**src/rtl/axi_pkg.sv**
```systemverilog
// Shared AXI type definitions.
// Provides the AxSIZE/AxBURST encodings and the command record that the
// data width converter hands from its AW path to its W-channel sequencer.
package axi_pkg;

    typedef logic [2:0] size_t;
    typedef logic [1:0] burst_t;

    localparam burst_t BURST_FIXED = 2'b00;
    localparam burst_t BURST_INCR  = 2'b01;
    localparam burst_t BURST_WRAP  = 2'b10;

    // Wide enough for the byte offset of any supported SI word.
    localparam int unsigned DW_ADDR_W = 8;

    // Write command for the downsizer W sequencer.
    typedef struct packed {
        logic [DW_ADDR_W-1:0] addr;
        logic [7:0]           len;
        size_t                size;
        burst_t               burst;
    } dw_w_cmd_t;

endpackage

```
**src/rtl/axi_dw_downsize_w_sequencer_pkg.sv**
```systemverilog
// Local definitions for the downsizer W-channel sequencer: FSM state
// encoding and the size clamp helper shared by the address stepper.
package axi_dw_downsize_w_sequencer_pkg;

    typedef enum logic [0:0] {
        ST_IDLE = 1'b0,
        ST_BUSY = 1'b1
    } seq_state_e;

    // Narrow beats never carry more than one MI word: clamp size to lim.
    function automatic axi_pkg::size_t clamp_size(input axi_pkg::size_t size,
                                                  input axi_pkg::size_t lim);
        axi_pkg::size_t res;
        if (size > lim) begin
            res = lim;
        end else begin
            res = size;
        end
        return res;
    endfunction

endpackage

```
**src/rtl/axi_dw_downsize_w_sequencer_if.sv**
```systemverilog
// Bus bundle of the downsizer W sequencer.
// slave  : sequencer side (command in, wide W in, narrow W out, status out)
// master : environment side (drives command, wide W and narrow ready)
interface axi_dw_downsize_w_sequencer_if #(
    parameter int unsigned SI_DATA_WIDTH = 256,
    parameter int unsigned MI_DATA_WIDTH = 32
);
    localparam int unsigned SI_SZ = $clog2(SI_DATA_WIDTH / 8);
    localparam int unsigned MI_SZ = $clog2(MI_DATA_WIDTH / 8);
    localparam int unsigned LW    = SI_SZ - MI_SZ;

    logic                   cmd_valid_i;
    logic                   cmd_ready_o;
    logic [SI_SZ-1:0]       cmd_addr_i;
    logic [7:0]             cmd_len_i;
    axi_pkg::size_t         cmd_size_i;
    axi_pkg::burst_t        cmd_burst_i;
    logic                   slv_w_valid_i;
    logic                   slv_w_last_i;
    logic                   slv_w_ready_o;
    logic                   mst_w_valid_o;
    logic                   mst_w_ready_i;
    logic                   mst_w_last_o;
    logic [LW-1:0]          lane_sel_o;
    logic                   busy_o;
    logic                   err_o;

    modport slave (
        input  cmd_valid_i, cmd_addr_i, cmd_len_i, cmd_size_i, cmd_burst_i,
        input  slv_w_valid_i, slv_w_last_i, mst_w_ready_i,
        output cmd_ready_o, slv_w_ready_o, mst_w_valid_o, mst_w_last_o,
        output lane_sel_o, busy_o, err_o
    );

    modport master (
        output cmd_valid_i, cmd_addr_i, cmd_len_i, cmd_size_i, cmd_burst_i,
        output slv_w_valid_i, slv_w_last_i, mst_w_ready_i,
        input  cmd_ready_o, slv_w_ready_o, mst_w_valid_o, mst_w_last_o,
        input  lane_sel_o, busy_o, err_o
    );

endinterface

```
**src/rtl/axi_dw_addr_step.sv**
```systemverilog
// Narrow-beat address stepper (combinational).
// addr      : current byte offset within the SI word
// size      : AxSIZE of the burst
// next_addr : offset of the following narrow beat (wraps modulo SI word)
// end_wide  : the current narrow beat is the last one of its 2^size unit
module axi_dw_addr_step
    import axi_dw_downsize_w_sequencer_pkg::*;
#(
    parameter int unsigned SI_SZ = 5,
    parameter int unsigned MI_SZ = 2
) (
    input  logic [SI_SZ-1:0] addr,
    input  axi_pkg::size_t   size,
    output logic [SI_SZ-1:0] next_addr,
    output logic             end_wide
);

    axi_pkg::size_t   eff_s;
    logic [SI_SZ-1:0] step_s;
    logic [SI_SZ-1:0] size_mask_s;

    // Align down to the narrow transfer size, advance one transfer, test unit end.
    always_comb begin
        eff_s       = clamp_size(size, 3'(MI_SZ));
        step_s      = SI_SZ'(1) << eff_s;
        next_addr   = (addr & ~(step_s - SI_SZ'(1))) + step_s;
        // size == SI_SZ shifts every bit out, giving an all-ones mask.
        size_mask_s = ~({SI_SZ{1'b1}} << size);
        end_wide    = ((next_addr & size_mask_s) == '0);
    end

endmodule

```
**src/rtl/axi_dw_downsize_w_sequencer.sv**
```systemverilog
// W-channel sequencer of the SI->MI downsizing data width converter.
// clk_i / rst_i : clock, synchronous active-high reset
// bus (slave)   : command from the AW path, wide W handshake (slv_w_*),
//                 narrow W handshake (mst_w_*), MI lane select for the
//                 external data mux, busy flag and W-last error pulse.
// A command is consumed per burst; each wide beat is popped once all of its
// bytes have been issued as narrow beats.

// Command legality checks, kept apart from the sequencing logic.
module axi_dw_downsize_w_sequencer_chk #(
    parameter int unsigned SI_SZ = 5
) (
    input logic                           clk_i,
    input logic                           rst_i,
    input logic                           cmd_hs,
    input axi_pkg::size_t                 cmd_size,
    input axi_pkg::burst_t                cmd_burst,
    input logic [axi_pkg::DW_ADDR_W-1:0]  start_addr
);

    a_cmd_legal: assert property (@(posedge clk_i) disable iff (rst_i)
        cmd_hs |-> ((cmd_size <= 3'(SI_SZ)) && (cmd_burst != axi_pkg::BURST_WRAP)));

    a_start_in_word: assert property (@(posedge clk_i) disable iff (rst_i)
        ((start_addr >> SI_SZ) == '0));

endmodule

module axi_dw_downsize_w_sequencer
    import axi_pkg::*;
    import axi_dw_downsize_w_sequencer_pkg::*;
#(
    parameter int unsigned SI_DATA_WIDTH = 256,
    parameter int unsigned MI_DATA_WIDTH = 32
) (
    input logic                            clk_i,
    input logic                            rst_i,
    axi_dw_downsize_w_sequencer_if.slave   bus
);

    localparam int unsigned SI_SZ = $clog2(SI_DATA_WIDTH / 8);
    localparam int unsigned MI_SZ = $clog2(MI_DATA_WIDTH / 8);
    localparam int unsigned LW    = SI_SZ - MI_SZ;

    seq_state_e       state_r;
    seq_state_e       state_next_s;
    logic [SI_SZ-1:0] addr_r;
    dw_w_cmd_t        cmd_r;
    dw_w_cmd_t        cmd_s;
    logic [7:0]       cnt_r;
    logic             err_r;

    logic [SI_SZ-1:0] step_addr_s;
    logic             end_wide_s;
    logic             cnt_end_s;
    logic             cmd_ready_s;
    logic             busy_s;
    logic             mst_valid_s;
    logic             slv_ready_s;
    logic             mst_last_s;
    logic             cmd_hs_s;
    logic             mst_hs_s;

    axi_dw_addr_step #(
        .SI_SZ (SI_SZ),
        .MI_SZ (MI_SZ)
    ) u_step (
        .addr      (addr_r),
        .size      (cmd_r.size),
        .next_addr (step_addr_s),
        .end_wide  (end_wide_s)
    );

    // Pack the incoming command; start offset is zero-extended into the record.
    always_comb begin
        cmd_s       = '0;
        cmd_s.addr  = DW_ADDR_W'(bus.cmd_addr_i);
        cmd_s.len   = bus.cmd_len_i;
        cmd_s.size  = bus.cmd_size_i;
        cmd_s.burst = bus.cmd_burst_i;
    end

    assign cnt_end_s = (cnt_r == cmd_r.len);
    assign cmd_hs_s  = cmd_ready_s & bus.cmd_valid_i;
    assign mst_hs_s  = mst_valid_s & bus.mst_w_ready_i;

    // State register.
    always_ff @(posedge clk_i) begin
        if (rst_i) begin
            state_r <= ST_IDLE;
        end else begin
            state_r <= state_next_s;
        end
    end

    // Next state and handshake outputs.
    always_comb begin
        state_next_s = state_r;
        cmd_ready_s  = 1'b0;
        busy_s       = 1'b0;
        mst_valid_s  = 1'b0;
        slv_ready_s  = 1'b0;
        mst_last_s   = 1'b0;
        case (state_r)
            ST_IDLE: begin
                cmd_ready_s = 1'b1;
                if (bus.cmd_valid_i) begin
                    state_next_s = ST_BUSY;
                end else begin
                    state_next_s = ST_IDLE;
                end
            end
            ST_BUSY: begin
                busy_s      = 1'b1;
                mst_valid_s = bus.slv_w_valid_i;
                slv_ready_s = bus.mst_w_ready_i & bus.slv_w_valid_i & end_wide_s;
                mst_last_s  = end_wide_s & cnt_end_s;
                if (bus.slv_w_valid_i && bus.mst_w_ready_i && end_wide_s && cnt_end_s) begin
                    state_next_s = ST_IDLE;
                end else begin
                    state_next_s = ST_BUSY;
                end
            end
            default: begin
                state_next_s = ST_IDLE;
            end
        endcase
    end

    // Command capture, narrow address walk, wide beat count and error pulse.
    always_ff @(posedge clk_i) begin
        if (rst_i) begin
            addr_r <= '0;
            cmd_r  <= '0;
            cnt_r  <= 8'd0;
            err_r  <= 1'b0;
        end else begin
            if (cmd_hs_s) begin
                addr_r <= bus.cmd_addr_i;
                cmd_r  <= cmd_s;
                cnt_r  <= 8'd0;
            end else if (mst_hs_s) begin
                if (!end_wide_s) begin
                    addr_r <= step_addr_s;
                end else begin
                    // FIXED replays the same byte lanes for every wide beat.
                    if (cmd_r.burst == BURST_FIXED) begin
                        addr_r <= cmd_r.addr[SI_SZ-1:0];
                    end else begin
                        addr_r <= step_addr_s;
                    end
                    cnt_r <= cnt_r + 8'd1;
                end
            end
            // Sequencing trusts cnt_r; slv_w_last_i is only cross-checked.
            err_r <= slv_ready_s & (bus.slv_w_last_i != cnt_end_s);
        end
    end

    // Outputs are forced low during the reset cycle.
    assign bus.cmd_ready_o   = cmd_ready_s & ~rst_i;
    assign bus.busy_o        = busy_s      & ~rst_i;
    assign bus.mst_w_valid_o = mst_valid_s & ~rst_i;
    assign bus.slv_w_ready_o = slv_ready_s & ~rst_i;
    assign bus.mst_w_last_o  = mst_last_s  & ~rst_i;
    assign bus.err_o         = err_r       & ~rst_i;
    assign bus.lane_sel_o    = rst_i ? {LW{1'b0}} : addr_r[SI_SZ-1:MI_SZ];

    axi_dw_downsize_w_sequencer_chk #(
        .SI_SZ (SI_SZ)
    ) u_chk (
        .clk_i      (clk_i),
        .rst_i      (rst_i),
        .cmd_hs     (cmd_hs_s),
        .cmd_size   (bus.cmd_size_i),
        .cmd_burst  (bus.cmd_burst_i),
        .start_addr (cmd_r.addr)
    );

endmodule

```
**src/flat_wrapper.sv**
```systemverilog
// flat-port wrapper written by rule: the top's interface ports become plain ports
module axi_dw_downsize_w_sequencer_flat import axi_pkg::*; import axi_dw_downsize_w_sequencer_pkg::*;
#(
    parameter int unsigned SI_DATA_WIDTH = 256,
    parameter int unsigned MI_DATA_WIDTH = 32
)
  (clk_i, rst_i, bus_cmd_valid_i, bus_cmd_addr_i, bus_cmd_len_i, bus_cmd_size_i, bus_cmd_burst_i, bus_slv_w_valid_i, bus_slv_w_last_i, bus_mst_w_ready_i, bus_cmd_ready_o, bus_slv_w_ready_o, bus_mst_w_valid_o, bus_mst_w_last_o, bus_lane_sel_o, bus_busy_o, bus_err_o);
  axi_dw_downsize_w_sequencer_if #(.SI_DATA_WIDTH(SI_DATA_WIDTH), .MI_DATA_WIDTH(MI_DATA_WIDTH)) bus_i ();
  input logic clk_i;
  input logic rst_i;
  input wire logic [$bits(bus_i.cmd_valid_i)-1:0] bus_cmd_valid_i;
  input wire logic [$bits(bus_i.cmd_addr_i)-1:0] bus_cmd_addr_i;
  input wire logic [$bits(bus_i.cmd_len_i)-1:0] bus_cmd_len_i;
  input wire logic [$bits(bus_i.cmd_size_i)-1:0] bus_cmd_size_i;
  input wire logic [$bits(bus_i.cmd_burst_i)-1:0] bus_cmd_burst_i;
  input wire logic [$bits(bus_i.slv_w_valid_i)-1:0] bus_slv_w_valid_i;
  input wire logic [$bits(bus_i.slv_w_last_i)-1:0] bus_slv_w_last_i;
  input wire logic [$bits(bus_i.mst_w_ready_i)-1:0] bus_mst_w_ready_i;
  output wire logic [$bits(bus_i.cmd_ready_o)-1:0] bus_cmd_ready_o;
  output wire logic [$bits(bus_i.slv_w_ready_o)-1:0] bus_slv_w_ready_o;
  output wire logic [$bits(bus_i.mst_w_valid_o)-1:0] bus_mst_w_valid_o;
  output wire logic [$bits(bus_i.mst_w_last_o)-1:0] bus_mst_w_last_o;
  output wire logic [$bits(bus_i.lane_sel_o)-1:0] bus_lane_sel_o;
  output wire logic [$bits(bus_i.busy_o)-1:0] bus_busy_o;
  output wire logic [$bits(bus_i.err_o)-1:0] bus_err_o;
  assign bus_i.cmd_valid_i = bus_cmd_valid_i;
  assign bus_i.cmd_addr_i = bus_cmd_addr_i;
  assign bus_i.cmd_len_i = bus_cmd_len_i;
  assign bus_i.cmd_size_i = bus_cmd_size_i;
  assign bus_i.cmd_burst_i = bus_cmd_burst_i;
  assign bus_i.slv_w_valid_i = bus_slv_w_valid_i;
  assign bus_i.slv_w_last_i = bus_slv_w_last_i;
  assign bus_i.mst_w_ready_i = bus_mst_w_ready_i;
  assign bus_cmd_ready_o = bus_i.cmd_ready_o;
  assign bus_slv_w_ready_o = bus_i.slv_w_ready_o;
  assign bus_mst_w_valid_o = bus_i.mst_w_valid_o;
  assign bus_mst_w_last_o = bus_i.mst_w_last_o;
  assign bus_lane_sel_o = bus_i.lane_sel_o;
  assign bus_busy_o = bus_i.busy_o;
  assign bus_err_o = bus_i.err_o;
  axi_dw_downsize_w_sequencer #(.SI_DATA_WIDTH(SI_DATA_WIDTH), .MI_DATA_WIDTH(MI_DATA_WIDTH)) u_core (.clk_i(clk_i), .rst_i(rst_i), .bus(bus_i));
endmodule
```
**config.mk**
```make
export PLATFORM = sky130hd
export DESIGN_NAME = axi_dw_downsize_w_sequencer_flat
export DESIGN_NICKNAME = d
export VERILOG_FILES = /design/src/rtl/axi_pkg.sv /design/src/rtl/axi_dw_downsize_w_sequencer_pkg.sv /design/src/rtl/axi_dw_downsize_w_sequencer_if.sv /design/src/rtl/axi_dw_addr_step.sv /design/src/rtl/axi_dw_downsize_w_sequencer.sv /design/src/flat_wrapper.sv
export SDC_FILE = /design/constraint.sdc
export NUM_CORES = 1
export LEC_CHECK = 0
export ABC_AREA = 1
export CORE_UTILIZATION = 45
export DETAILED_ROUTE_END_ITERATION = 10
export GPL_TIMING_DRIVEN = 0
export PLACE_DENSITY_LB_ADDON = 0.15
export SETUP_SLACK_MARGIN = 0.5
export SLEW_MARGIN = 25
export SYNTH_ARGS = -nofsm -noshare
export SYNTH_HDL_FRONTEND = slang
export SYNTH_HIERARCHICAL = 1
export SYNTH_SLANG_ARGS = --single-unit
export TNS_END_PERCENT = 20
```
**constraint.sdc**
```tcl
create_clock -name clk_i -period 3.1 [get_ports clk_i]
set_clock_uncertainty 0.2 [all_clocks]
set_input_delay 0.31 -clock clk_i [delete_from_list [all_inputs] [get_ports clk_i]]
set_output_delay 0.31 -clock clk_i [all_outputs]
set_load 0.02 [all_outputs]
```
==> flow_summary.yaml, run 1 <==
floorplan:
  chipHeight_um: 65.6
  fp.dieW_um: 65.6
  core_area_um2: 3770
  core.rowCount: 22
  design.die.area_um2: 4310
  initial_utilization: 0.483
  pin_count: 33
global_route:
  gr-total-overflow: 0
  grt_antenna_before_repair: 0
  grt_pass1_wl_um: 7490
  global_route.usage.total: 0.228
  grt_pass1_vias: 1758
  grt_start_max_net_pins: 12
status:
  run_status: "finished clean"
cells_and_area:
  layout.nets: 359
  final_core_util: 0.649
  layout_common_cells: "77 x sky130_fd_sc_hd__nand2_1, 38 x sky130_fd_sc_hd__inv_1, 30 x sky130_fd_sc_hd__clkdlybuf4s50_1, 30 x sky130_fd_sc_hd__dfxtp_1, 25 x sky130_fd_sc_hd__nand3_1"
  syn2layout_area_growth_pct: 34.3
  fin_area_um2: 2450
  diodes: 0
  layout.cells.most_common: "sky130_fd_sc_hd__nand2_1"
  final-instance-count-excl-fill: 380
  share_of_cells_above_drive_strength_1: 0.175
run:
  maxCapViolCount: 0
detailed_routing:
  routed_wire_length_per_instance_um: 11.2
  detail-route-antenna-nets: 0
  first_pass_iters: 4
  detail_route.drc_violations: 0
  drt-initial-drc-count: 81
  vias: 1856
  via_per_inst: 4.88
  routed_wirelength_um: 4270
synthesis:
  postSynthRegisterBits: 33
  synth_top_area_cell: "sky130_fd_sc_hd__dfxtp_1"
  syn_inst: 280
  synth-async-reset-ratio: 0
  post_synth_main_area_contributors: "sky130_fd_sc_hd__dfxtp_1 36%, sky130_fd_sc_hd__nand2_1 17%, sky130_fd_sc_hd__inv_1 8.9%"
  syn-num-nets: 308
  synth_seq_area_share: 0.363
  yosysWarnings: 6
  synthFlopType: "sky130_fd_sc_hd__dfxtp_1"
  syn-mean-instance-area_um2: 6.51
  netlist.area_leader.share: 0.363
  synth.cell_area_um2: 1820
  yosys.cell_types.count: 35
  synth_enable_flop_cells: 0
timing:
  fin_crit_sh: 0.866
  timing_hold_violations_final: 0
  post-route-min-period_ns: 2.68
  slew_viol_final: 0
  fmax_ghz: 0.373
  fin_worst_hold_slack_ns: 0.262
  grt_setup_unrepaired: "yes"
  report.final.setup_viol: 0
placement:
  dp_hpwl_um: 2970
  port_buffers: 32
  gp_congestion: 0.827
  placedCellCount: 360
  place_area_um2: 2200
worst_setup_path:
  worst_setup_path_start_kind: "register"
  end_kind: "primary output"
  crit_path_max_fanout: 4
  crit-reg2reg-capture: "u_core/state_r"
  r2r.worst_path.cells: 18
  worstSetupStartpoint: "u_core/cmd_r[3]"
  regToRegStartpoint: "u_core/cmd_r[3]"
  crit_arrival_ns: 2.17
  timing_worst_setup_path_type: "reg -> out"
  cp_data_required_time_ns: 2.59
  worstSetupEndpoint: "bus_slv_w_ready_o"
  regToRegSetupSlack_ns: 0.50
cts:
  tritoncts: "built"
  cts_buffers: 5
  clock_latency_late_sink_ns: 0.28
  clockBufferDepth: 2
  clock-root-buffer: "sky130_fd_sc_hd__clkbuf_8"
  hold_buffers: 0
  clock_sink_count: 33
  cts.clk_slew.worst_paths_ns: 0.07
  cts_htree_levels: 2
power:
  total_leakage_power_nw: 1.11
  design_power_total_w: 0.00113
  power_density_over_the_cells_nw_per_um2: 460
  worst_ir_drop_on_vdd_v: 0.000231
hold_path:
  holdCritPathClass: "reg -> reg"
  min_delay_path_depth: 2
synth_stat cells (2+ instances only):
cell type                  number
sky130_fd_sc_hd__ha_1           3
sky130_fd_sc_hd__dfxtp_1       33
sky130_fd_sc_hd__nor2_1        24
sky130_fd_sc_hd__nand2_2        2
sky130_fd_sc_hd__o21ai_0        8
sky130_fd_sc_hd__xnor2_1        4
sky130_fd_sc_hd__clkbuf_1       2
sky130_fd_sc_hd__inv_1         43
sky130_fd_sc_hd__buf_2          2
sky130_fd_sc_hd__nor2_2         4
sky130_fd_sc_hd__a31oi_1        2
sky130_fd_sc_hd__o211ai_1       3
sky130_fd_sc_hd__a21oi_1       10
sky130_fd_sc_hd__o21ai_1        7
sky130_fd_sc_hd__o22ai_1        3
sky130_fd_sc_hd__buf_4          2
sky130_fd_sc_hd__nand4_1        2
sky130_fd_sc_hd__nor3_1         2
sky130_fd_sc_hd__nand2_1       81
sky130_fd_sc_hd__nand3_1       25
sky130_fd_sc_hd__inv_2          4
flip-flops by register name (all words and copies together), names as in the netlist:
name / flops
u_core/err_r: 1
u_core/addr_r: 5
u_core/state_r: 1
u_core/cmd_r: 18
u_core/cnt_r: 8
logic make-up (layout without fill, tap and decap cells):
kind of cell | Yosys count | in the layout | synth area share
and+or+nand+nor | 149 | 149 | 0.361
buffers and inverters | 54 | 106 | 0.117
AOI/OAI and AO/OA | 35 | 35 | 0.106
DFF | 33 | 33 | 0.363
adders and majority gates | 4 | 4 | 0.0316
xor gates and xnor gates | 4 | 4 | 0.0192
other | 1 | 1 | 0.00206
per-layer routing:
layer	GRT usage	wire length [um]
met1	0.293	2050
met2	0.370	1950
met3	0.0451	205
met4	0.0924	71
met5	0	0
worst max-delay path: stages, from the launching register on:
cell and delay, ns:
sky130_fd_sc_hd__dfxtp_4 0.39, sky130_fd_sc_hd__inv_4 0.04, sky130_fd_sc_hd__nand2_4 0.09, sky130_fd_sc_hd__nor2_4 0.05, sky130_fd_sc_hd__fa_2 0.40, sky130_fd_sc_hd__nand4_1 0.11, sky130_fd_sc_hd__nand3b_1 0.10, sky130_fd_sc_hd__nand2_2 0.08
sky130_fd_sc_hd__nor2_1 0.06, sky130_fd_sc_hd__nor2_4 0.14, sky130_fd_sc_hd__inv_2 0.06, sky130_fd_sc_hd__nor2_4 0.09, sky130_fd_sc_hd__inv_2 0.06, sky130_fd_sc_hd__nor2_4 0.09, sky130_fd_sc_hd__buf_6 0.13
through the flow:
| step | TNS (ns) | worst slack (ns) |
|---|---|---|
| final | 0 | 0.417 |
| after global routing | 0 | 0.273 |
| after CTS | 0 | 0.390 |
| after detailed placement | -0.299 | -0.299 |
| after global placement | -0.266 | -0.266 |
| after floorplan | 0 | 0.519 |
timing repair:
item / CTS / global route
endpoints found under the setup margin: 16 / 17
pin swaps: 11 / 6
gates cloned: 0 / 0
buffers inserted: 10 / 2
gates resized for setup: 34 / 5
power by group:
group	leakage, nW	internal [W]	switching, W
logic	0.792	0.000151	0.000187
clock network	0.0439	0.000155	0.000155
registers	0.272	0.000454	0.0000233
total	1.11	0.000760	0.000366
cell type report:
| type | instances | area (um2) |
|---|---|---|
| flip-flops and latches | 33 | 669 |
| inverters | 47 | 181 |
| fillers | 359 | 1320 |
| multi-input cells | 193 | 1000 |
| well taps | 48 | 60.1 |
| clock inverters | 3 | 17.5 |
| repair buffers | 44 | 409 |
| clock buffers | 5 | 68.8 |
| plain buffers | 7 | 36.3 |
worst min path at each step:
stage	startpoint	to	slack [ns]
after global placement	u_core/cmd_r[0]	u_core/cmd_r[0]	0.25
final	u_core/cmd_r[11]	u_core/cmd_r[11]	0.26
after floorplan	rst_i	u_core/cmd_r[17]	0.22
after global routing	u_core/cmd_r[13]	u_core/cmd_r[13]	0.28
after detailed placement	u_core/cmd_r[5]	u_core/cmd_r[5]	0.25
after CTS	u_core/cmd_r[5]	u_core/cmd_r[5]	0.26
Power figures use the tool's default switching activity.
==> run 2, diff against run 1 <==
==> constraint.sdc (replaced) <==
create_clock -name clk_i -period 3 [get_ports clk_i]
set_clock_uncertainty 0.2 [all_clocks]
set_input_delay 0.3 -clock clk_i [delete_from_list [all_inputs] [get_ports clk_i]]
set_output_delay 0.3 -clock clk_i [all_outputs]
set_load 0.05 [all_outputs]
==> flow_summary.yaml, run 2 (synthesis results as in run 1) <==
cells_and_area:
  fin_area_um2: 2560
  diodes: 0
  syn2layout_area_growth_pct: 40.7
  largest-register: "u_core/cmd_r"
  layout.nets: 368
  n_fill_cell: 342
  biggestRegsByFlops: "u_core/cmd_r: 18 flops, u_core/cnt_r: 8 flops, u_core/addr_r: 5 flops"
  largest_register_ff_count: 18
  share_of_cells_above_drive_strength_1: 0.206
  layout.cells.most_common: "sky130_fd_sc_hd__nand2_1"
  multiInputGateArea_um2: 1010
  regArea_um2: 669
  layout_common_cells: "77 x sky130_fd_sc_hd__nand2_1, 37 x sky130_fd_sc_hd__inv_1, 30 x sky130_fd_sc_hd__clkdlybuf4s50_1, 30 x sky130_fd_sc_hd__dfxtp_1, 24 x sky130_fd_sc_hd__nand3_1"
floorplan:
  chipHeight_um: 65.6
  core_area_um2: 3770
  pin_count: 33
  core.rowCount: 22
  design.die.area_um2: 4310
  initial_utilization: 0.483
  fp.dieW_um: 65.6
timing:
  fmax_ghz: 0.354
  slew_viol_final: 0
  grt_setup_unrepaired: "yes"
  post-route-min-period_ns: 2.83
  setup_ws_ns: 0.174
  fin_crit_sh: 0.942
  report.final.setup_viol: 0
  timing_hold_violations_final: 0
cts:
  tritoncts: "built"
  clock_sink_count: 33
  clockBufferDepth: 2
  cts.clk_slew.worst_paths_ns: 0.07
  clock-root-buffer: "sky130_fd_sc_hd__clkbuf_8"
  cts_htree_levels: 2
  hold_buffers: 0
  cts_buffers: 5
  clock_latency_late_sink_ns: 0.28
global_route:
  met1_usage: 0.311
  grt_start_max_net_pins: 11
  grt_antenna_before_repair: 0
  gr-total-overflow: 0
  grt_busiest_layer: "met2"
  global_route.usage.total: 0.235
  met3_resource_use_gr: 0.0677
  grt_pass1_vias: 1716
  global_route.usage.met2: 0.358
  grt_pass1_wl_um: 7570
detailed_routing:
  detail-route-antenna-nets: 0
  routed_wire_length_per_instance_um: 12.1
  first_pass_iters: 4
  routed_wirelength_um: 4680
  detail_route.drc_violations: 0
  via_per_inst: 4.88
  vias: 1894
  drt-initial-drc-count: 127
worst_setup_path:
  cp_slowest_cell: "sky130_fd_sc_hd__fa_2"
  timing.critical_path.slowest_cell_delay_ns: 0.40
  crit_arrival_ns: 2.33
  timing.critical_path.mode_cell: "sky130_fd_sc_hd__nor2_4"
  crit_path_max_fanout: 5
  cp_data_required_time_ns: 2.50
  worst_setup_path_start_kind: "register"
  r2r.worst_path.cells: 21
  end_kind: "primary output"
  timing_worst_setup_path_type: "reg -> out"
  timing.critical_path.cells: "inv_4, nand2_4, nor2_4, fa_2, inv_1, nand2_1, nand3_2, nand2_1, inv_2, nand2_2, nor2_4, inv_2, nor2_4, inv_2, nor2_4, buf_8"
power:
  power_density_over_the_cells_nw_per_um2: 508
  worst_ir_drop_on_vdd_v: 0.000256
  total_leakage_power_nw: 1.17
hold_path:
  min_delay_path_depth: 2
  holdCritPathClass: "reg -> reg"
placement:
  dp_worst_setup_slack_ns: -0.368
  port_buffers: 32
  dp_hpwl_um: 3000
  gp_congestion: 0.806
  place_area_um2: 2230
run:
  maxCapViolCount: 0
status:
  run_status: "finished clean"
==> run 2: cell count changes in the layout (fill, tap and decap cells not counted) <==
cell / before / now
sky130_fd_sc_hd__buf_8: 0 / 1
sky130_fd_sc_hd__nor2_2: 3 / 5
sky130_fd_sc_hd__nand3_2: 1 / 2
sky130_fd_sc_hd__inv_2: 7 / 8
sky130_fd_sc_hd__bufinv_16: 0 / 1
sky130_fd_sc_hd__clkinvlp_4: 1 / 0
sky130_fd_sc_hd__clkinv_2: 2 / 1
sky130_fd_sc_hd__nand3_1: 25 / 24
sky130_fd_sc_hd__buf_12: 0 / 1
sky130_fd_sc_hd__buf_4: 15 / 22
sky130_fd_sc_hd__inv_1: 38 / 37
sky130_fd_sc_hd__nor2_1: 20 / 18
==> run 2: metrics by stage <==
step | TNS, ns | std cells | total power (W) | hold slack [ns] | util
finish | 0 | 388 | 0.00130 | 0.263 | 0.679
global route | 0 | 388 | 0.00137 | 0.280 | 0.679
CTS | 0 | 383 | 0.00128 | 0.263 | 0.665
detailed placement | -0.429 | 360 | 0.000813 | 0.253 | 0.591
global placement | -0.333 | 360 | 0.000808 | 0.249 | 0.591
floorplan | 0 | 280 | 0.000716 | 0.214 | -
==> run 2: layout make-up <==
type                    count  area share
inverters                  47      0.0708
repair buffers             53       0.194
flip-flops and latches     33       0.261
plain buffers               7      0.0142
clock buffers               5      0.0269
clock inverters             2      0.0137
multi-input cells         193       0.396
well taps                  48      0.0234
==> run 2: per-layer routing <==
layer	vias up	share of wire
li1	995	-
met1	834	0.47
met2	61	0.47
met3	4	0.057
met4	0	0.0073
met5	-	0
==> run 2: what timing repair did <==
| action | in CTS | in global routing |
|---|---|---|
| setup buffers | 16 | 5 |
| endpoints found under the setup margin | 17 | 23 |
| resized for setup | 31 | 6 |
| pin swaps | 12 | 11 |
| hold endpoints to repair | 0 | 0 |
==> run 2: final timing paths <==
path              slack, ns           endpoint        startpoint
hold / removal         0.26   u_core/cmd_r[11]  u_core/cmd_r[11]
hold reg to reg        0.26   u_core/cmd_r[11]  u_core/cmd_r[11]
setup reg to reg       0.23     u_core/state_r   u_core/cmd_r[4]
setup / recovery       0.17  bus_slv_w_ready_o   u_core/cmd_r[4]
==> run 2: power by group <==
| part | switching (W) | internal, W |
|---|---|---|
| sequential | 0.0000252 | 0.000469 |
| combinational | 0.000224 | 0.000178 |
| clock | 0.000164 | 0.000241 |
==> run 2: worst max-delay path, delay by kind of cell (launching register included) <==
| family | cells | cell delay (ns) |
|---|---|---|
| adders and majority gates | 1 | 0.40 |
| buffers and inverters | 6 | 0.46 |
| DFF | 1 | 0.39 |
| and+or+nand+nor | 9 | 0.79 |
